**src/rtl/y_scale_rom_pkg.sv**
```systemverilog
// Shared types and default sizes for the vertical-scale coefficient ROM arbiter.
package y_scale_rom_pkg;

    localparam int ADDR_WIDTH_DEF = 10;
    localparam int DATA_WIDTH_DEF = 32;
    localparam int RD_LATENCY_DEF = 2;
    localparam int TAPS_DEF       = 4;

    typedef enum logic {
        ST_IDLE  = 1'b0,
        ST_BURST = 1'b1
    } state_e;

    typedef struct packed {
        logic valid;
        logic owner;
        logic last;
    } tag_t;

endpackage

```
**src/rtl/y_scale_rom_arb_if.sv**
```systemverilog
// Requester, response and ROM-side signals of the coefficient ROM arbiter.
interface y_scale_rom_arb_if #(
    parameter int ADDR_WIDTH = 10,
    parameter int DATA_WIDTH = 32
);
    logic                  req0_valid;
    logic                  req1_valid;
    logic [ADDR_WIDTH-1:0] req0_base;
    logic [ADDR_WIDTH-1:0] req1_base;
    logic                  req0_ready;
    logic                  req1_ready;
    logic                  rsp0_valid;
    logic                  rsp1_valid;
    logic                  rsp0_last;
    logic                  rsp1_last;
    logic [DATA_WIDTH-1:0] rsp_data;
    logic [ADDR_WIDTH-1:0] rom_addr;
    logic                  rom_clk_en;
    logic                  rom_addr_strobe;
    logic                  rom_rd_oce;
    logic                  rom_rst;
    logic [DATA_WIDTH-1:0] rom_rd_data;
    logic                  busy;

    modport slave (
        input  req0_valid, req1_valid, req0_base, req1_base, rom_rd_data,
        output req0_ready, req1_ready, rsp0_valid, rsp1_valid, rsp0_last, rsp1_last,
               rsp_data, rom_addr, rom_clk_en, rom_addr_strobe, rom_rd_oce, rom_rst, busy
    );

    modport master (
        output req0_valid, req1_valid, req0_base, req1_base, rom_rd_data,
        input  req0_ready, req1_ready, rsp0_valid, rsp1_valid, rsp0_last, rsp1_last,
               rsp_data, rom_addr, rom_clk_en, rom_addr_strobe, rom_rd_oce, rom_rst, busy
    );

endinterface

```
**src/rtl/y_scale_rd_pipe.sv**
```systemverilog
// Tag delay line matching the ROM read latency; tail lines up with rom_rd_data.
module y_scale_rd_pipe
    import y_scale_rom_pkg::*;
#(
    parameter int RD_LATENCY = RD_LATENCY_DEF
) (
    input  logic clk,
    input  logic rst_n,
    input  tag_t tag_i,
    output tag_t tag_o,
    output logic busy_o
);

    tag_t [RD_LATENCY-1:0] pipe_q;

    always_ff @(posedge clk or negedge rst_n) begin
        if (!rst_n) begin
            pipe_q <= '0;
        end else begin
            pipe_q[0] <= tag_i;
            for (int i = 1; i < RD_LATENCY; i++) begin
                pipe_q[i] <= pipe_q[i-1];
            end
        end
    end

    always_comb begin
        busy_o = 1'b0;
        for (int i = 0; i < RD_LATENCY; i++) begin
            busy_o = busy_o | pipe_q[i].valid;
        end
    end

    assign tag_o = pipe_q[RD_LATENCY-1];

endmodule

```
**src/rtl/y_scale_rom_arb.sv**
```systemverilog
// Round-robin two-port arbiter issuing TAPS-beat read bursts to the shared
// vertical-scale coefficient ROM and routing returning beats to their owner.
module y_scale_rom_arb
    import y_scale_rom_pkg::*;
#(
    parameter int ADDR_WIDTH = ADDR_WIDTH_DEF,
    parameter int DATA_WIDTH = DATA_WIDTH_DEF,
    parameter int RD_LATENCY = RD_LATENCY_DEF,
    parameter int TAPS       = TAPS_DEF
) (
    input  logic clk,
    input  logic rst_n,
    y_scale_rom_arb_if.slave bus
);

    localparam int              IDX_W    = (TAPS > 1) ? $clog2(TAPS) : 1;
    localparam logic [IDX_W-1:0] IDX_LAST = IDX_W'(TAPS - 1);

    state_e                state_q, state_d;
    logic [ADDR_WIDTH-1:0] addr_q, addr_d;
    logic [IDX_W-1:0]      idx_q, idx_d;
    logic                  owner_q, owner_d;
    logic                  served_q, served_d;

    logic grant;
    logic hs;
    logic beat_last;
    logic ready0, ready1;
    logic active;
    logic pipe_busy;
    tag_t push_tag;
    tag_t tail_tag;

    // Tie goes to whoever was not served last; served_q resets to 1 so req0 wins first.
    assign grant     = (bus.req0_valid & bus.req1_valid) ? ~served_q : bus.req1_valid;
    assign hs        = (state_q == ST_IDLE) & (bus.req0_valid | bus.req1_valid);
    assign beat_last = (idx_q == IDX_LAST);

    always_ff @(posedge clk or negedge rst_n) begin
        if (!rst_n) begin
            state_q <= ST_IDLE;
        end else begin
            state_q <= state_d;
        end
    end

    always_comb begin
        state_d = state_q;
        case (state_q)
            ST_IDLE:  if (hs)        state_d = ST_BURST;
            ST_BURST: if (beat_last) state_d = ST_IDLE;
            default:                 state_d = ST_IDLE;
        endcase
    end

    always_comb begin
        ready0   = 1'b0;
        ready1   = 1'b0;
        push_tag = '0;
        active   = 1'b0;
        case (state_q)
            ST_IDLE: begin
                ready0 = bus.req0_valid & ~grant;
                ready1 = bus.req1_valid & grant;
            end
            ST_BURST: begin
                push_tag = '{valid: 1'b1, owner: owner_q, last: beat_last};
                active   = 1'b1;
            end
            default: ;
        endcase
    end

    always_comb begin
        addr_d   = addr_q;
        idx_d    = idx_q;
        owner_d  = owner_q;
        served_d = served_q;
        if (hs) begin
            addr_d   = grant ? bus.req1_base : bus.req0_base;
            idx_d    = '0;
            owner_d  = grant;
            served_d = grant;
        end else if (state_q == ST_BURST && !beat_last) begin
            addr_d = addr_q + 1'b1;
            idx_d  = idx_q + 1'b1;
        end
    end

    always_ff @(posedge clk or negedge rst_n) begin
        if (!rst_n) begin
            addr_q   <= '0;
            idx_q    <= '0;
            owner_q  <= 1'b0;
            served_q <= 1'b1;
        end else begin
            addr_q   <= addr_d;
            idx_q    <= idx_d;
            owner_q  <= owner_d;
            served_q <= served_d;
        end
    end

    y_scale_rd_pipe #(
        .RD_LATENCY (RD_LATENCY)
    ) u_rd_pipe (
        .clk    (clk),
        .rst_n  (rst_n),
        .tag_i  (push_tag),
        .tag_o  (tail_tag),
        .busy_o (pipe_busy)
    );

    assign bus.req0_ready      = ready0;
    assign bus.req1_ready      = ready1;
    assign bus.rsp0_valid      = tail_tag.valid & ~tail_tag.owner;
    assign bus.rsp1_valid      = tail_tag.valid & tail_tag.owner;
    assign bus.rsp0_last       = tail_tag.valid & ~tail_tag.owner & tail_tag.last;
    assign bus.rsp1_last       = tail_tag.valid & tail_tag.owner & tail_tag.last;
    assign bus.rsp_data        = bus.rom_rd_data;
    assign bus.rom_addr        = addr_q;
    assign bus.rom_clk_en      = active | pipe_busy;
    assign bus.busy            = active | pipe_busy;
    assign bus.rom_addr_strobe = 1'b0;
    assign bus.rom_rd_oce      = 1'b1;
    assign bus.rom_rst         = ~rst_n;

endmodule

```
**src/flat_wrapper.sv**
```systemverilog
// flat-port wrapper written by rule: the top's interface ports become plain ports
module y_scale_rom_arb_flat import y_scale_rom_pkg::*;
#(
    parameter int ADDR_WIDTH = ADDR_WIDTH_DEF,
    parameter int DATA_WIDTH = DATA_WIDTH_DEF,
    parameter int RD_LATENCY = RD_LATENCY_DEF,
    parameter int TAPS       = TAPS_DEF
)
  (clk, rst_n, bus_req0_valid, bus_req1_valid, bus_req0_base, bus_req1_base, bus_rom_rd_data, bus_req0_ready, bus_req1_ready, bus_rsp0_valid, bus_rsp1_valid, bus_rsp0_last, bus_rsp1_last, bus_rsp_data, bus_rom_addr, bus_rom_clk_en, bus_rom_addr_strobe, bus_rom_rd_oce, bus_rom_rst, bus_busy);
  y_scale_rom_arb_if #(.ADDR_WIDTH(ADDR_WIDTH), .DATA_WIDTH(DATA_WIDTH)) bus_i ();
  input  logic clk;
  input  logic rst_n;
  input wire logic [$bits(bus_i.req0_valid)-1:0] bus_req0_valid;
  input wire logic [$bits(bus_i.req1_valid)-1:0] bus_req1_valid;
  input wire logic [$bits(bus_i.req0_base)-1:0] bus_req0_base;
  input wire logic [$bits(bus_i.req1_base)-1:0] bus_req1_base;
  input wire logic [$bits(bus_i.rom_rd_data)-1:0] bus_rom_rd_data;
  output wire logic [$bits(bus_i.req0_ready)-1:0] bus_req0_ready;
  output wire logic [$bits(bus_i.req1_ready)-1:0] bus_req1_ready;
  output wire logic [$bits(bus_i.rsp0_valid)-1:0] bus_rsp0_valid;
  output wire logic [$bits(bus_i.rsp1_valid)-1:0] bus_rsp1_valid;
  output wire logic [$bits(bus_i.rsp0_last)-1:0] bus_rsp0_last;
  output wire logic [$bits(bus_i.rsp1_last)-1:0] bus_rsp1_last;
  output wire logic [$bits(bus_i.rsp_data)-1:0] bus_rsp_data;
  output wire logic [$bits(bus_i.rom_addr)-1:0] bus_rom_addr;
  output wire logic [$bits(bus_i.rom_clk_en)-1:0] bus_rom_clk_en;
  output wire logic [$bits(bus_i.rom_addr_strobe)-1:0] bus_rom_addr_strobe;
  output wire logic [$bits(bus_i.rom_rd_oce)-1:0] bus_rom_rd_oce;
  output wire logic [$bits(bus_i.rom_rst)-1:0] bus_rom_rst;
  output wire logic [$bits(bus_i.busy)-1:0] bus_busy;
  assign bus_i.req0_valid = bus_req0_valid;
  assign bus_i.req1_valid = bus_req1_valid;
  assign bus_i.req0_base = bus_req0_base;
  assign bus_i.req1_base = bus_req1_base;
  assign bus_i.rom_rd_data = bus_rom_rd_data;
  assign bus_req0_ready = bus_i.req0_ready;
  assign bus_req1_ready = bus_i.req1_ready;
  assign bus_rsp0_valid = bus_i.rsp0_valid;
  assign bus_rsp1_valid = bus_i.rsp1_valid;
  assign bus_rsp0_last = bus_i.rsp0_last;
  assign bus_rsp1_last = bus_i.rsp1_last;
  assign bus_rsp_data = bus_i.rsp_data;
  assign bus_rom_addr = bus_i.rom_addr;
  assign bus_rom_clk_en = bus_i.rom_clk_en;
  assign bus_rom_addr_strobe = bus_i.rom_addr_strobe;
  assign bus_rom_rd_oce = bus_i.rom_rd_oce;
  assign bus_rom_rst = bus_i.rom_rst;
  assign bus_busy = bus_i.busy;
  y_scale_rom_arb #(.ADDR_WIDTH(ADDR_WIDTH), .DATA_WIDTH(DATA_WIDTH), .RD_LATENCY(RD_LATENCY), .TAPS(TAPS)) u_core (.clk(clk), .rst_n(rst_n), .bus(bus_i));
endmodule
```
**config.mk**
```make
export PLATFORM = sky130hd
export DESIGN_NAME = y_scale_rom_arb_flat
export DESIGN_NICKNAME = d
export VERILOG_FILES = /design/src/rtl/y_scale_rom_pkg.sv /design/src/rtl/y_scale_rom_arb_if.sv /design/src/rtl/y_scale_rd_pipe.sv /design/src/rtl/y_scale_rom_arb.sv /design/src/flat_wrapper.sv
export SDC_FILE = /design/constraint.sdc
export NUM_CORES = 1
export LEC_CHECK = 0
export ABC_AREA = 1
export CORE_AREA = 4 4 55 106
export DETAILED_ROUTE_END_ITERATION = 10
export DIE_AREA = 0 0 59 110
export GPL_ROUTABILITY_DRIVEN = 1
export GPL_TIMING_DRIVEN = 0
export PLACE_DENSITY = 0.75
export SYNTH_ARGS = -nofsm -noshare
export SYNTH_HDL_FRONTEND = slang
export SYNTH_HIERARCHICAL = 1
export SYNTH_SLANG_ARGS = --single-unit
```
**constraint.sdc**
```tcl
create_clock -name clk -period 1.4 [get_ports clk]
set_clock_uncertainty 0.2 [all_clocks]
set_input_delay 0.21 -clock clk [delete_from_list [all_inputs] [get_ports clk]]
set_output_delay 0.21 -clock clk [all_outputs]
set_load 0.005 [all_outputs]
```
==> metrics <==
run status=finished with violations; failing checks=setup timing; Vias=1739; I/O Pins=109; Main synth FF type=dfrtp_1; routed wire length=5020 um; Pre-antenna DRT Iters=4; Hold Vio Cnt, Final=0; PD cells=1730 nW/um2; post-layout minimum cycle time=1.67 ns; Worst Tran Pin Value=0.936 ns; Synth top area share=32.3%; Inst Count DP=348; VDD IR max=1.22 mV; Psw=2.02 mW; Clock Tree Root=clkbuf_8; GRT Total Usage=15.2%; Post-synth EDFFs=0; switching part of the total=42.1%; final setup margin=-0.266 ns; register area share after synthesis=34.0%; clock group share of total power=8.6%; fillers=439; mean post-synth cell area=7.14 um2; overall power=4.81 mW; Horiz. Die Dim=59 um; yosys warns=6; Port Buffers=74; crit-path max cell delay=0.57 ns; f_max=0.600 GHz; Sink Count=21; row cnt=36; most frequent CP cell=nand2_4; first-pass GRT wire length=7400 um; total CTS buffers=3; Synth Cell Area=1550 um2; Crit Path Class=reg -> out; WL/cell=13.3 um; fraction of registers with async set/reset=100%; Finished Core Util=56.2%; area added between synthesis and finish=79.8%; CP Capture Type=primary output; Initial Util=31.3%; post-synthesis net count=275; Int Pwr=2.79 mW; static leakage=1.39 nW; CP startpoint kind=flop; die height=110 um; clock slew at reported path FFs=0.08 ns; Synth area leaders=dfrtp_1 32%, buf_4 19%, nand2_1 14%, inv_1 5.8%, nor2_1 5.6%; Final nets=380; Yosys top cell by area=dfrtp_1; vias in the first global route=1634; Final Max Tran Viols=0; antenna violations before repair=0; setup TNS=-2.30 ns; Final Instance Area=2790 um2; H-tree levels=1; DP HPWL=3630 um; Final setup violation count=17; most frequent cells after synthesis=56 x nand2_1, 39 x buf_4, 24 x inv_1, 23 x nor2_1, 20 x dfrtp_1; Post-Layout Cell Count=378; DIE AREA=6490 um2; CP Launch Point=u_core/served_q; CP max stage cell=dfstp_2; dpl cell area=2360 um2; core area=4950 um2; hold_ws=0.0243 ns; largest net degree at the start of global routing=22; ANT nets after route=0; drt initial violations=13; Worst Path Max Fanout=3; flops & latches, synth=21; # DRC=0; Flop pwr share=23.1%; Placement Setup Slack=-0.953 ns; crit path DAT=1.26 ns; Largest delay share family, worst path=flip-flops; combinational fraction of design power=68.3%; number of vias per cell=4.60; crit-path cells=nand2_4 -> nand2_4 -> buf_8 -> nor2_4 -> buf_2; Hold WC Path Type=in -> async; RSZ-0062 raised after global routing=true; number of distinct library cells after synthesis=23; GR Overflow Total=0; worst rel slew slack=37.6%; Final GP Congestion=0.812; CTS Buffer Depth=2; final worst-path cycle share=119%; clock latency on the worst-skew pair=0.27 ns; Max Cap Viol=0; Worst Path Buf+Inv=2; n_diodes=0; most common cell in the netlist=nand2_1; CTS tree=done; Crit Reg-Reg Startpoint=u_core/served_q; Mapped Cells=217; fraction of layout cells with a size suffix above 1=39.9%; CP Data Required Time=0.99 ns
power by group through the flow:
stage	clock network (mW)	registers, mW	logic [mW]
floorplan	0	1.15	1.35
global placement	0	1.20	2.20
detailed placement	0	1.21	2.25
CTS	0.417	1.10	3.08
global route	0.441	1.16	3.58
finish	0.416	1.11	3.29
repair_timing:
action | in CTS | in global routing
pin swaps | 9 | 5
cloned | 2 | 0
hold endpoints to repair | 21 | 0
hold buffers | 1 | 0
setup endpoints to repair | 32 | 42
resized for setup | 88 | 23
buffers inserted | 23 | 3
state kept, by name (all words and copies together), names as in the netlist:
signal and count:
u_core/bus.rom_addr 10, u_core/idx_q 2, u_core/owner_q 1, u_core/served_q 1, u_core/state_q 1, u_core/u_rd_pipe/pipe_q 3, u_core/u_rd_pipe/tag_o 3
worst register-to-register path, cell delays in order (launching register included):
cell and delay, ns:
dfstp_2 0.57, nand2_4 0.06, nand2_4 0.09, buf_8 0.12, bufbuf_16 0.25, nand2_2 0.05, nand3_2 0.07, nand3_1 0.08
nand2_1 0.05
cell type report:
| class | instances | area, um2 | share of cell area (%) |
|---|---|---|---|
| Timing Repair Buffer | 102 | 965 | 34.6 |
| Multi-Input combinational cell | 128 | 729 | 26.2 |
| Sequential cell | 21 | 531 | 19.0 |
| Buffer | 40 | 330 | 11.9 |
| Inverter | 26 | 110 | 3.95 |
| Tap cell | 57 | 71.3 | 2.56 |
| Clock buffer | 3 | 41.3 | 1.48 |
| Clock inverter | 1 | 7.51 | 0.270 |
logic make-up (layout without fill, tap and decap cells):
family / count (synthesis) / count (layout) / synth area share [%]
AOI/OAI and AO/OA: 20 / 20 / 7.92
and+or+nand+nor: 104 / 104 / 28.6
buffers and inverters: 68 / 172 / 27.4
adders and majority gates: 2 / 2 / 1.62
other: 2 / 2 / 0.485
DFF: 21 / 21 / 34.0
final timing paths:
kind	endpoint	depth (start not counted)	slack, ns
hold reg to reg	u_core/u_rd_pipe/tag_o[1]	0	0.15
setup / recovery	bus_req1_ready	5	-0.27
hold / removal	u_core/bus.rom_addr[7]	2	0.02
setup reg to reg	u_core/bus.rom_addr[5]	8	-0.19
max in group asynchronous	u_core/state_q	2	0.34
min in group clk	u_core/u_rd_pipe/tag_o[1]	0	0.15
placed cells by master (no fill, tap or decap), types with 5 or more instances in the layout:
cell / instances
dlygate4sd2_1: 11
dfrtp_1: 17
nand2_2: 8
nor2_1: 14
buf_6: 6
buf_2: 5
nand3_1: 12
clkdlybuf4s50_1: 53
buf_4: 59
nand2_1: 48
o21ai_0: 5
nor2_2: 5
o21ai_1: 5
inv_1: 18
nor2_4: 5
metal layers:
layer	part of all wire [%]	up-vias	track usage (%)
met5	0	-	0
met3	13	19	3.73
li1	-	840	-
met2	55	124	31.3
met4	4.6	0	8.59
met1	27	756	11.9
(Power assumes the default switching activity.)
